[src/rtl/data_mem_ctrl_pkg.sv]
// Shared types and codes for the data-memory load/store controller.
// Function codes follow the RV32I load/store func3 field.
package data_mem_ctrl_pkg;
  localparam int DATA_WIDTH  = 32;
  localparam int FUNC3_WIDTH = 3;

  localparam logic [FUNC3_WIDTH-1:0] F3_LB  = 3'b000;
  localparam logic [FUNC3_WIDTH-1:0] F3_LH  = 3'b001;
  localparam logic [FUNC3_WIDTH-1:0] F3_LW  = 3'b010;
  localparam logic [FUNC3_WIDTH-1:0] F3_LBU = 3'b100;
  localparam logic [FUNC3_WIDTH-1:0] F3_LHU = 3'b101;
  localparam logic [FUNC3_WIDTH-1:0] F3_SB  = 3'b000;
  localparam logic [FUNC3_WIDTH-1:0] F3_SH  = 3'b001;
  localparam logic [FUNC3_WIDTH-1:0] F3_SW  = 3'b010;

  typedef enum logic [2:0] {
    S_IDLE, S_ISSUE, S_WAIT, S_DONE, S_ERR
  } state_e;
endpackage

[src/rtl/data_mem_ctrl_if.sv]
// Core request, BRAM port and load-result signals of the data-memory controller.
interface data_mem_ctrl_if #(
  parameter int ADDR_WIDTH      = 32,
  parameter int BRAM_ADDR_WIDTH = 10
);
  import data_mem_ctrl_pkg::*;

  logic                       req_valid;
  logic                       req_ready;
  logic                       req_store;
  logic [FUNC3_WIDTH-1:0]     req_func3;
  logic [ADDR_WIDTH-1:0]      req_addr;
  logic [DATA_WIDTH-1:0]      req_wdata;
  logic                       bram_en;
  logic [3:0]                 bram_we;
  logic [BRAM_ADDR_WIDTH-1:0] bram_addr;
  logic [DATA_WIDTH-1:0]      bram_wdata;
  logic [DATA_WIDTH-1:0]      bram_rdata;
  logic [DATA_WIDTH-1:0]      ld_data;
  logic [3:0]                 byte_mask;
  logic                       done;
  logic                       misaligned;
  logic                       busy;

  modport slave (
    input  req_valid, req_store, req_func3, req_addr, req_wdata, bram_rdata,
    output req_ready, bram_en, bram_we, bram_addr, bram_wdata,
           ld_data, byte_mask, done, misaligned, busy
  );

  modport master (
    output req_valid, req_store, req_func3, req_addr, req_wdata, bram_rdata,
    input  req_ready, bram_en, bram_we, bram_addr, bram_wdata,
           ld_data, byte_mask, done, misaligned, busy
  );
endinterface

[src/rtl/data_mem_ctrl_lsu_mask_gen.sv]
// Byte-lane mask, alignment check and lane shift for one access.
// Shared by the store-data path and the load mask handed to the byte reader.
module lsu_mask_gen
  import data_mem_ctrl_pkg::*;
(
  input  logic [FUNC3_WIDTH-1:0] func3_i,
  input  logic [1:0]             addr_lo_i,
  output logic [3:0]             mask_o,
  output logic                   misaligned_o,
  output logic [4:0]             shift_o
);
  always_comb begin
    mask_o       = 4'b0000;
    misaligned_o = 1'b0;
    shift_o      = {addr_lo_i, 3'b000};
    case (func3_i)
      F3_LB, F3_LBU: mask_o = 4'b0001 << addr_lo_i;
      F3_LH, F3_LHU: begin
        mask_o       = 4'b0011 << addr_lo_i;
        misaligned_o = addr_lo_i[0];
      end
      F3_LW: begin
        mask_o       = 4'b1111;
        misaligned_o = |addr_lo_i;
      end
      default: misaligned_o = 1'b1;
    endcase
  end
endmodule

[src/rtl/data_mem_ctrl.sv]
// Load/store sequencer between the core and the data BRAM.
// One access in flight; all request fields are captured at accept.
module data_mem_ctrl
  import data_mem_ctrl_pkg::*;
#(
  parameter int ADDR_WIDTH      = 32,
  parameter int BRAM_ADDR_WIDTH = 10,
  parameter int BRAM_LATENCY    = 1
)(
  input logic            clk,
  input logic            rst,
  data_mem_ctrl_if.slave bus
);
  state_e                     state_q;
  logic                       store_q;
  logic [1:0]                 cnt_q;
  logic                       req_ready_q;
  logic                       bram_en_q;
  logic [3:0]                 bram_we_q;
  logic [BRAM_ADDR_WIDTH-1:0] bram_addr_q;
  logic [DATA_WIDTH-1:0]      bram_wdata_q;
  logic [DATA_WIDTH-1:0]      ld_data_q;
  logic [3:0]                 byte_mask_q;
  logic                       done_q;
  logic                       misaligned_q;
  logic                       busy_q;

  logic [3:0] mask;
  logic       mis;
  logic [4:0] shift;

  // Address bits above the BRAM word range wrap silently.
  logic unused_addr;
  assign unused_addr = ^bus.req_addr[ADDR_WIDTH-1:BRAM_ADDR_WIDTH+2];

  lsu_mask_gen u_mask (
    .func3_i      (bus.req_func3),
    .addr_lo_i    (bus.req_addr[1:0]),
    .mask_o       (mask),
    .misaligned_o (mis),
    .shift_o      (shift)
  );

  always_ff @(posedge clk or posedge rst) begin
    if (rst) begin
      state_q      <= S_IDLE;
      store_q      <= 1'b0;
      cnt_q        <= '0;
      req_ready_q  <= 1'b1;
      bram_en_q    <= 1'b0;
      bram_we_q    <= '0;
      bram_addr_q  <= '0;
      bram_wdata_q <= '0;
      ld_data_q    <= '0;
      byte_mask_q  <= '0;
      done_q       <= 1'b0;
      misaligned_q <= 1'b0;
      busy_q       <= 1'b0;
    end else begin
      bram_en_q    <= 1'b0;
      bram_we_q    <= '0;
      done_q       <= 1'b0;
      misaligned_q <= 1'b0;
      case (state_q)
        S_IDLE: if (bus.req_valid) begin
          store_q      <= bus.req_store;
          bram_addr_q  <= bus.req_addr[BRAM_ADDR_WIDTH+1:2];
          bram_wdata_q <= bus.req_wdata << shift;
          req_ready_q  <= 1'b0;
          busy_q       <= 1'b1;
          if (mis) begin
            // Zero mask keeps the byte reader from flagging a valid result.
            state_q      <= S_ERR;
            byte_mask_q  <= '0;
            done_q       <= 1'b1;
            misaligned_q <= 1'b1;
          end else begin
            state_q     <= S_ISSUE;
            byte_mask_q <= mask;
            bram_en_q   <= 1'b1;
            bram_we_q   <= bus.req_store ? mask : 4'b0000;
          end
        end
        S_ISSUE: begin
          if (store_q) begin
            state_q <= S_DONE;
            done_q  <= 1'b1;
          end else begin
            state_q <= S_WAIT;
            cnt_q   <= 2'(BRAM_LATENCY - 1);
          end
        end
        S_WAIT: begin
          if (cnt_q == 2'd0) begin
            ld_data_q <= bus.bram_rdata;
            state_q   <= S_DONE;
            done_q    <= 1'b1;
          end else begin
            cnt_q <= cnt_q - 2'd1;
          end
        end
        S_DONE, S_ERR: begin
          state_q     <= S_IDLE;
          req_ready_q <= 1'b1;
          busy_q      <= 1'b0;
        end
        default: begin
          state_q     <= S_IDLE;
          req_ready_q <= 1'b1;
          busy_q      <= 1'b0;
        end
      endcase
    end
  end

  assign bus.req_ready  = req_ready_q;
  assign bus.bram_en    = bram_en_q;
  assign bus.bram_we    = bram_we_q;
  assign bus.bram_addr  = bram_addr_q;
  assign bus.bram_wdata = bram_wdata_q;
  assign bus.ld_data    = ld_data_q;
  assign bus.byte_mask  = byte_mask_q;
  assign bus.done       = done_q;
  assign bus.misaligned = misaligned_q;
  assign bus.busy       = busy_q;
endmodule

[src/flat_wrapper.sv]
// flat-port wrapper written by rule: the top's interface ports become plain ports
module data_mem_ctrl_flat import data_mem_ctrl_pkg::*;
#(
  parameter int ADDR_WIDTH      = 32,
  parameter int BRAM_ADDR_WIDTH = 10,
  parameter int BRAM_LATENCY    = 1
)
  (clk, rst, bus_req_valid, bus_req_store, bus_req_func3, bus_req_addr, bus_req_wdata, bus_bram_rdata, bus_req_ready, bus_bram_en, bus_bram_we, bus_bram_addr, bus_bram_wdata, bus_ld_data, bus_byte_mask, bus_done, bus_misaligned, bus_busy);
  data_mem_ctrl_if #(.ADDR_WIDTH(ADDR_WIDTH), .BRAM_ADDR_WIDTH(BRAM_ADDR_WIDTH)) bus_i ();
  input logic clk;
  input logic rst;
  input wire logic [$bits(bus_i.req_valid)-1:0] bus_req_valid;
  input wire logic [$bits(bus_i.req_store)-1:0] bus_req_store;
  input wire logic [$bits(bus_i.req_func3)-1:0] bus_req_func3;
  input wire logic [$bits(bus_i.req_addr)-1:0] bus_req_addr;
  input wire logic [$bits(bus_i.req_wdata)-1:0] bus_req_wdata;
  input wire logic [$bits(bus_i.bram_rdata)-1:0] bus_bram_rdata;
  output wire logic [$bits(bus_i.req_ready)-1:0] bus_req_ready;
  output wire logic [$bits(bus_i.bram_en)-1:0] bus_bram_en;
  output wire logic [$bits(bus_i.bram_we)-1:0] bus_bram_we;
  output wire logic [$bits(bus_i.bram_addr)-1:0] bus_bram_addr;
  output wire logic [$bits(bus_i.bram_wdata)-1:0] bus_bram_wdata;
  output wire logic [$bits(bus_i.ld_data)-1:0] bus_ld_data;
  output wire logic [$bits(bus_i.byte_mask)-1:0] bus_byte_mask;
  output wire logic [$bits(bus_i.done)-1:0] bus_done;
  output wire logic [$bits(bus_i.misaligned)-1:0] bus_misaligned;
  output wire logic [$bits(bus_i.busy)-1:0] bus_busy;
  assign bus_i.req_valid = bus_req_valid;
  assign bus_i.req_store = bus_req_store;
  assign bus_i.req_func3 = bus_req_func3;
  assign bus_i.req_addr = bus_req_addr;
  assign bus_i.req_wdata = bus_req_wdata;
  assign bus_i.bram_rdata = bus_bram_rdata;
  assign bus_req_ready = bus_i.req_ready;
  assign bus_bram_en = bus_i.bram_en;
  assign bus_bram_we = bus_i.bram_we;
  assign bus_bram_addr = bus_i.bram_addr;
  assign bus_bram_wdata = bus_i.bram_wdata;
  assign bus_ld_data = bus_i.ld_data;
  assign bus_byte_mask = bus_i.byte_mask;
  assign bus_done = bus_i.done;
  assign bus_misaligned = bus_i.misaligned;
  assign bus_busy = bus_i.busy;
  data_mem_ctrl #(.ADDR_WIDTH(ADDR_WIDTH), .BRAM_ADDR_WIDTH(BRAM_ADDR_WIDTH), .BRAM_LATENCY(BRAM_LATENCY)) u_core (.clk(clk), .rst(rst), .bus(bus_i));
endmodule
[config.mk]
export PLATFORM = sky130hd
export DESIGN_NAME = data_mem_ctrl_flat
export DESIGN_NICKNAME = d
export VERILOG_FILES = /design/src/rtl/data_mem_ctrl_pkg.sv /design/src/rtl/data_mem_ctrl_if.sv /design/src/rtl/data_mem_ctrl_lsu_mask_gen.sv /design/src/rtl/data_mem_ctrl.sv /design/src/flat_wrapper.sv
export SDC_FILE = /design/constraint.sdc
export NUM_CORES = 1
export LEC_CHECK = 0
export CAP_MARGIN = 20
export CORE_MARGIN = 5
export CORE_UTILIZATION = 43
export CTS_BUF_LIST = sky130_fd_sc_hd__clkbuf_2 sky130_fd_sc_hd__clkbuf_4 sky130_fd_sc_hd__clkbuf_8
export DETAILED_ROUTE_END_ITERATION = 8
export PLACE_DENSITY = 0.84
export SLEW_MARGIN = 20
export SYNTH_ARGS = -nofsm -noshare
export SYNTH_HDL_FRONTEND = slang
export SYNTH_SLANG_ARGS = --single-unit
export TNS_END_PERCENT = 100
[constraint.sdc]
create_clock -name clk -period 3.8 [get_ports clk]
set_input_delay 0.57 -clock clk [delete_from_list [all_inputs] [get_ports clk]]
set_output_delay 0.57 -clock clk [all_outputs]
set_load 0.05 [all_outputs]
**Yosys cells after proc, flatten, opt, wreduce, memory -nomap -nowiden**

Index checks and enable logic that the tools add are counted.

- Flip-flop bits (word level): 93
- Output and inout bits: 87
- Word-level logic and storage cells: 69

- $add $sub $neg: 1
- Equality and inequality tests: 10
- Shifts and indexed selects: 3
- Mux-type cells: 28
- Bitwise gates (word level): 1
- Reduce and logical (&&, ||, !) cells: 13

Operators by type and width:

| operator | count |
|---|---|
| 32-bit by 5-bit << shifter with 32-bit output | 1 |
| 4-bit 2-to-1 mux | 5 |
| 4-bit case mux with 3 select lines | 1 |
| 1-bit 2-to-1 mux | 11 |
| 3-bit 2-to-1 mux | 3 |
| 3-bit case mux with 3 select lines | 1 |
| 2-bit AND reduction | 4 |
| 2-bit OR reduction | 4 |
| 3-bit by 1-bit equality test with 1-bit output (second input constant) | 2 |
| 3-bit by 2-bit equality test with 1-bit output (second input constant) | 2 |
| 3-bit equality test (second input constant) | 2 |
| 3-bit zero test | 2 |
| 2-bit != test (second input constant) | 3 |
| 1-bit case mux with 3 select lines | 2 |
| 2-bit 2-to-1 mux | 2 |
| 1-bit case mux with 2 select lines | 2 |
| 2-bit case mux with 2 select lines | 1 |
| 1-bit by 2-bit << shifter with 4-bit output (first input constant) | 1 |
| 2-bit by 2-bit << shifter with 4-bit output (first input constant) | 1 |
| 3-bit AND reduction | 1 |
| 2-bit zero test | 1 |
| 2-bit by 1-bit != test with 1-bit output (second input constant) | 1 |
| 2-bit nonzero test | 1 |
| 2-bit by 1-bit subtractor with 2-bit output (second input constant) | 1 |
| 1-bit inverter | 1 |

**Longest topological paths before layout**

Gate-level depths: netlist of the first run.

- Depth in word-level cells: 7
- Depth in mapped cells: 6

**Cells and area by module**

A second synthesis of the first run with hierarchy kept.

- Cell total of the unflattened synthesis: 530
- Area, all modules: 5,355.1 um^2

By module, submodules not included:

| module | times used | cells an instance | area an instance (um^2) | sequential area each (um^2) |
|---|---|---|---|---|
| data_mem_ctrl | 1 | 512 | 5,236.3 | 2,328.5 |
| lsu_mask_gen | 1 | 18 | 118.9 | 0.0 |

**Worst setup path after synthesis of the first run**

No wires, ideal clock.

- Path type: input -> register
- From: input bus_req_valid
- To: register u_core.bram_wdata_q[10], in the netlist u_core.bus.bram_wdata[10]
- Data arrival time: 1.548 ns
- Data required time: 3.665 ns
- Slack: 2.117 ns
- Stages: 6
- Buffers on the path: 3
- Cells stage by stage: or4b_1 -> buf_2 -> buf_6 -> buf_2 -> nand2_1 -> o31ai_1

- Cells in the longest elaborated chain, start to end: 1

Ends and longest elaborated chain:

| element | line | source |
|---|---|---|
| start, declared | flat_wrapper.sv:12 | `input wire logic [$bits(bus_i.req_valid)-1:0] bus_req_valid;` |
| 2-bit AND reduction (no source line) | n/a |  |
| end signal, assigned | data_mem_ctrl.sv:68 | `bram_wdata_q <= bus.req_wdata << shift;` |
| end, declared | data_mem_ctrl.sv:21 | `logic [DATA_WIDTH-1:0] bram_wdata_q;` |

Every way passes these cells.
A chain may end at the register's enable or synchronous reset.

**Worst setup path after layout of the first run**

- From: input bus_req_valid
- To: register u_core.bram_wdata_q[31], in the netlist u_core.bus.bram_wdata[31]

Same word-level chain as after synthesis.

==> impl_metrics.py, run 1 <==
metrics = {
    "synthesis": {
        "ys.flop_type": "dfrtp_1",
        "syn_area_um2": 4080,
        "synth_area_leaders": "dfrtp_1, mux2_2, nand2_1, mux2i_1, o31ai_1",
        "yosysSeqAreaShare_pct": 57.0,
        "syn_inst": 370,
        "syn_avg_cell_area_um2": 11.0,
        "synth.most_common_cell": "dfrtp_1",
        "synth_edf_count": 0,
        "yosysWarnings": 0,
        "synthDistinctLibCells": 41,
        "synth_top_area_cell": "dfrtp_1",
        "ys_async_sr_fraction_pct": 100,
        "yosysTopAreaCellShare_pct": 56.4,
        "ys_ff_latch": 93,
        "synth_nets": 474,
        "synthTopCellsByCount": "dfrtp_1, nand2_1, mux2_2",
    },
    "worst_hold_path": {
        "holdPathEnd": "u_core.bus.bram_wdata[9]$_DFFE_PP0P_",
        "hold_depth": 2,
        "hp-class": "flip-flop to flip-flop",
        "hp-start": "u_core.bus.bram_wdata[9]$_DFFE_PP0P_",
    },
    "timing": {
        "fin_tns_setup_ns": 0,
        "fmaxAchievable_ghz": 0.415,
        "slew_viol_final": 0,
        "finalCriticalPeriod_ns": 2.41,
        "setup_viol": 0,
        "tightest_slew_ns": 0.816,
        "relSlewSlack_pct": 45.6,
        "finalHoldViolCount": 0,
        "fin_ws_ns": 1.39,
        "finalCritPeriodShare_pct": 63.4,
        "fin_skew_ns": 0.00917,
        "rsz0062_at_grt": "false",
    },
    "worst_setup_path": {
        "worstSetupStartpointType": "primary input",
        "critical_path.max_fanout": 55,
        "worstSetupEndpointType": "flip-flop",
        "rr_worst_depth": 3,
        "cp.arrival_ns": 2.67,
        "required_ns": 4.06,
        "timing.rr.start": "u_core.state_q[0]$_DFFE_PP0P_",
        "rr_endpoint": "u_core.bus.bram_wdata[31]$_DFFE_PP0P_",
        "path_cells": "clkdlybuf4s50_1 > or4b_2 > buf_4 > o31ai_1",
        "critPathMaxStageDelay_ns": 0.86,
        "r2r_setup_slack_ns": 1.43,
        "critical-path-top-delay-family": "buffers and inverters",
        "path_buf_inv": 2,
        "worstSetupStartpoint": "bus_req_valid",
        "worstSetupPathType": "primary input to flip-flop",
        "slowest_stage": "or4b_2",
    },
    "power_and_ir_drop": {
        "ir_drop_uv": 472,
        "power-per-cell-area_nw_per_um2": 935,
        "power_mw": 5.63,
        "power_leakage_nw": 2.60,
    },
    "placement": {
        "gp_congestion": 0.776,
        "hpwl_um": 8010,
        "dp_slack_ns": 1.00,
        "portBuffers": 169,
    },
    "floorplan": {
        "core_um2": 9240,
        "dieArea_um2": 11500,
        "num_rows": 35,
        "die_x_um": 107,
        "die_y_um": 107,
        "start_util_pct": 44.2,
        "io_pins": 190,
    },
    "layout": {
        "fin_util_pct": 65.2,
        "seqCellArea_um2": 2330,
        "nFillCells": 726,
        "syn_to_final_growth_pct": 47.5,
        "diodes": 0,
        "nets": 632,
        "multi_input_area_um2": 1600,
        "drive_gt1_share_pct": 11.3,
    },
    "clocking": {
        "htreeDepth": 3,
        "insertion_delay_ns": 0.36,
        "clock_path_buffers": 2,
        "clock-sinks": 93,
        "cts_buffers": 9,
        "cts_setup_buffers": 0,
        "cts-root-buf": "clkbuf_8",
        "cts_hold_buf": 0,
        "cts.clk_slew.worst_paths_ns": 0.09,
        "cts_tree": "built",
        "cts_resized": 0,
    },
    "status": {
        "run_status": "finished, final reports clean",
    },
    "detailed_routing": {
        "dr.pass1.iters": 4,
        "drt_iter0_markers": 89,
        "wl_per_cell_um": 16.2,
        "via_count": 3353,
        "wl_um": 10700,
        "via_per_inst": 5.06,
        "remaining_drc_errors": 0,
        "final_antenna_net_count": 0,
    },
    "global_route": {
        "grt-ovfl-total": 0,
        "grt_pass1_vias": 3442,
        "grt_max_degree": 94,
        "grt_use_total_pct": 18.7,
        "antenna_found_initial": 0,
        "grt_pass1_wl_um": 17100,
    },
    "run": {
        "max-cap-violations": 0,
    },
}
registers in the layout, summed over array words and instances (netlist names):
name / cells
u_core.bus.bram_en: 1
u_core.bus.done: 1
u_core.bus.req_ready: 1
u_core.bus.busy: 1
u_core.bus.ld_data: 32
u_core.cnt_q: 2
u_core.bus.byte_mask: 4
u_core.bus.bram_wdata: 32
u_core.bus.misaligned: 1
u_core.bus.bram_addr: 10
u_core.store_q: 1
u_core.state_q: 3
u_core.bus.bram_we: 4
power by group:
part           total (mW)  switching (mW)  internal, mW  leakage [nW]
Sequential           1.71           0.272          1.43          1.16
Clock               0.598           0.347         0.251        0.0907
Combinational        3.33            2.16          1.17          1.35
Total                5.63            2.77          2.86          2.60
routing by layer:
layer | track usage, % | routed length (µm) | vias to the layer above
li1 | - | - | 1600
met1 | 22.4 | 4430 | 1598
met2 | 31.3 | 5100 | 142
met3 | 6.24 | 1030 | 13
met4 | 6.58 | 152 | 0
met5 | 0 | 0 | -
area by class of cell:
class	instances	share of cell area [%]
Multi-Input combinational cell	243	26.6
Tap cell	129	2.68
Sequential cell	93	38.7
Inverter	8	0.582
Clock inverter	6	0.790
Clock buffer	10	2.18
Timing Repair Buffer	173	28.5
worst max path at each step:
stage	cells past startpoint	endpoint	slack, ns
6_report	4	u_core.bus.bram_wdata[31]$_DFFE_PP0P_	1.39
3_3_place_gp	4	u_core.bus.bram_wdata[24]$_DFFE_PP0P_	1.08
3_5_place_dp	4	u_core.bus.bram_wdata[31]$_DFFE_PP0P_	1.0
5_1_grt	4	u_core.bus.bram_wdata[24]$_DFFE_PP0P_	1.31
2_1_floorplan	1	u_core.bus.bram_addr[0]$_DFFE_PP0P_	0.81
4_1_cts	4	u_core.bus.bram_wdata[31]$_DFFE_PP0P_	1.38
logic make-up after synthesis:
logic type | share of synthesized area [%]
xor+xnor | 0.215
buf+inv | 4.05
flops | 57.0
mux | 12.7
fa+ha+maj | 0.306
simple gates | 14.9
compound gates | 10.8
per-stage QoR:
stage	area [µm²]	instances	hold WS (ns)
global placement	5840	646	0.453
global route	6020	662	0.515
CTS	6020	662	0.487
finish	6020	662	0.482
floorplan	4080	370	0.470
detailed placement	5840	646	0.464
tightest hold or removal path, cell delays in order, from the launching register on:
cell and delay (ns):
dfrtp_1 0.35, nand2_1 0.05, o31ai_1 0.05
placed cells by master, fill, tap and decap left out, types with 3 or more instances in the layout:
cell type        netlist  layout
buf_4                  0       4
o31ai_1               21      21
o21ai_0               10      10
nand3_1                8       8
clkbuf_8               0       9
nor2_1                11      11
inv_6                  0       3
clkdlybuf4s50_1        0     168
nand2_1               80      80
mux2i_1               16      16
dfrtp_1               92      92
a211oi_1               8       8
a2bb2oi_1              8       8
mux2_2                31      31
and2_1                 9       9
nor2b_1               10      10
inv_1                  8       7
a21oi_1                5       5
(Power assumes the default switching activity.)
==> run 2, diff against run 1 <==
clock period = 2.45 ns   (was 3.8 ns; I/O delays follow)
==> run 2 against run 1 <==
  * Global-route usage increased by 1.2 points
  * Clock power increased by 110%
  * Total power increased by 62%
  * Final cell count increased by 1.1%
==> impl_metrics.py, run 2 (same netlist as run 1, synthesis figures left out) <==
metrics = {
    "detailed_routing": {
        "remaining_drc_errors": 0,
        "drt_iter0_markers": 118,
        "final_antenna_net_count": 0,
        "via_per_inst": 5.06,
        "wl_um": 10900,
        "wl_per_cell_um": 16.3,
        "via_count": 3383,
        "dr.pass1.iters": 6,
    },
    "global_route": {
        "grt_pass1_vias": 3614,
        "grt_use_total_pct": 19.9,
        "grt_max_degree": 49,
        "antenna_found_initial": 0,
        "grt-ovfl-total": 0,
        "grt_pass1_wl_um": 18100,
    },
    "worst_setup_path": {
        "worstSetupEndpointType": "primary output",
        "required_ns": 2.08,
        "critPathMaxStageDelay_ns": 0.81,
        "worstSetupPathType": "flip-flop to primary output",
        "critical-path-top-delay-family": "buffers and inverters",
        "cp.arrival_ns": 1.69,
        "critical_path.max_fanout": 2,
        "worstSetupStartpoint": "u_core.bus.req_ready$_DFFE_PP1P_",
        "rr_worst_depth": 3,
        "path_buf_inv": 1,
        "path_cells": "clkdlybuf4s50_1",
        "timing.rr.start": "u_core.state_q[2]$_DFFE_PP0P_",
        "r2r_setup_slack_ns": 0.42,
        "worstSetupStartpointType": "flip-flop",
        "rr_endpoint": "u_core.bus.bram_wdata[11]$_DFFE_PP0P_",
        "slowest_stage": "clkdlybuf4s50_1",
    },
    "power_and_ir_drop": {
        "power.switching_mw": 4.33,
        "combPwrFrac_pct": 57.4,
        "power-per-cell-area_nw_per_um2": 1480,
        "p_int_mw": 4.79,
        "ir_drop_uv": 885,
        "power_mw": 9.12,
        "power_frac_seq_pct": 28.8,
        "p_clk_share_pct": 13.8,
        "power_leakage_nw": 2.68,
        "swShare_pct": 47.5,
    },
    "layout": {
        "nFillCells": 747,
        "multi_input_area_um2": 1600,
        "seqCellArea_um2": 2330,
        "final_common_cell": "clkdlybuf4s50_1",
        "nets": 639,
        "syn_to_final_growth_pct": 51.2,
        "drive_gt1_share_pct": 12.4,
        "stdcell_count": 669,
        "layout_common_cells": "clkdlybuf4s50_1, dfrtp_1, nand2_1, mux2_2, o31ai_1",
        "diodes": 0,
    },
    "clocking": {
        "clock_path_buffers": 2,
        "cts_resized": 0,
        "insertion_delay_ns": 0.35,
        "cts_hold_buf": 0,
        "htreeDepth": 3,
        "cts_buffers": 9,
        "cts.clk_slew.worst_paths_ns": 0.10,
        "cts_tree": "built",
        "cts_setup_buffers": 0,
        "cts-root-buf": "clkbuf_8",
        "clock-sinks": 93,
    },
    "timing": {
        "fmaxAchievable_ghz": 0.486,
        "finalHoldViolCount": 0,
        "finalCriticalPeriod_ns": 2.06,
        "fin_skew_ns": 0.00935,
        "setup_viol": 0,
        "finalCritPeriodShare_pct": 84.0,
        "rsz0062_at_grt": "false",
        "relSlewSlack_pct": 55.8,
        "slew_viol_final": 0,
        "fin_tns_setup_ns": 0,
        "tightest_slew_ns": 0.661,
        "fin_ws_ns": 0.392,
    },
    "worst_hold_path": {
        "hp-class": "primary input to async pin",
    },
    "floorplan": {
        "die_y_um": 107,
        "num_rows": 35,
        "start_util_pct": 44.2,
        "die_x_um": 107,
        "core_um2": 9240,
        "io_pins": 190,
        "dieArea_um2": 11500,
    },
    "placement": {
        "portBuffers": 169,
        "gp_congestion": 0.825,
        "hpwl_um": 8500,
        "dp_slack_ns": 0.213,
        "placed_cells": 653,
    },
    "run": {
        "max-cap-violations": 0,
    },
    "status": {
        "run_status": "finished, final reports clean",
    },
}
## run 2: cell types whose count changed in the layout (fill, tap and decap cells not counted), sizes merged
cell,previous run,this run
buf,5,12
bufinv,0,3
clkinv,3,1
inv,10,9
## run 2: final cells by class
| type | instances | area share (%) |
|---|---|---|
| clock inverter | 6 | 1.88 |
| tap | 129 | 2.61 |
| timing repair buffer | 180 | 29.1 |
| multi-input combinational | 243 | 25.9 |
| clock buffer | 10 | 2.23 |
| sequential | 93 | 37.7 |
| inverter | 8 | 0.547 |
## run 2: per-stage QoR
stage	utilization [%]	hold WS, ns	instance area (µm²)
3_5_place_dp	64.1	0.462	5920
2_1_floorplan	-	0.470	4090
4_1_cts	66.8	0.445	6170
5_1_grt	66.8	0.478	6170
3_3_place_gp	64.1	0.454	5920
6_report	66.8	0.439	6170
## run 2: per-layer routing
layer	vias up	wire length, µm	global-route usage (%)
li1	1617	-	-
met1	1613	4410	23.3
met2	141	5450	35.2
met3	12	954	6.42
met4	0	104	5.14
met5	-	0	0
## run 2: worst max-delay path by stage
stage,to,slack (ns),cells past startpoint
after floorplan,u_core.bus.ld_data[10]$_DFFE_PP0P_,0.82,6
after global placement,u_core.bus.bram_wdata[25]$_DFFE_PP0P_,0.28,4
after CTS,bus_req_ready,0.37,1
after detailed placement,u_core.bus.bram_wdata[25]$_DFFE_PP0P_,0.21,4
final,bus_req_ready,0.39,1
after global routing,u_core.bus.bram_wdata[11]$_DFFE_PP0P_,0.27,3
## run 2: power by group through the flow
stage          Sequential, mW  Combinational, mW  Clock (mW)
6_report                 2.63               5.23        1.26
4_1_cts                  2.64               5.28        1.29
3_3_place_gp             2.62               5.18           0
5_1_grt                  2.72               5.50        1.35
2_1_floorplan            4.86               1.24           0
3_5_place_dp             2.66               5.28           0
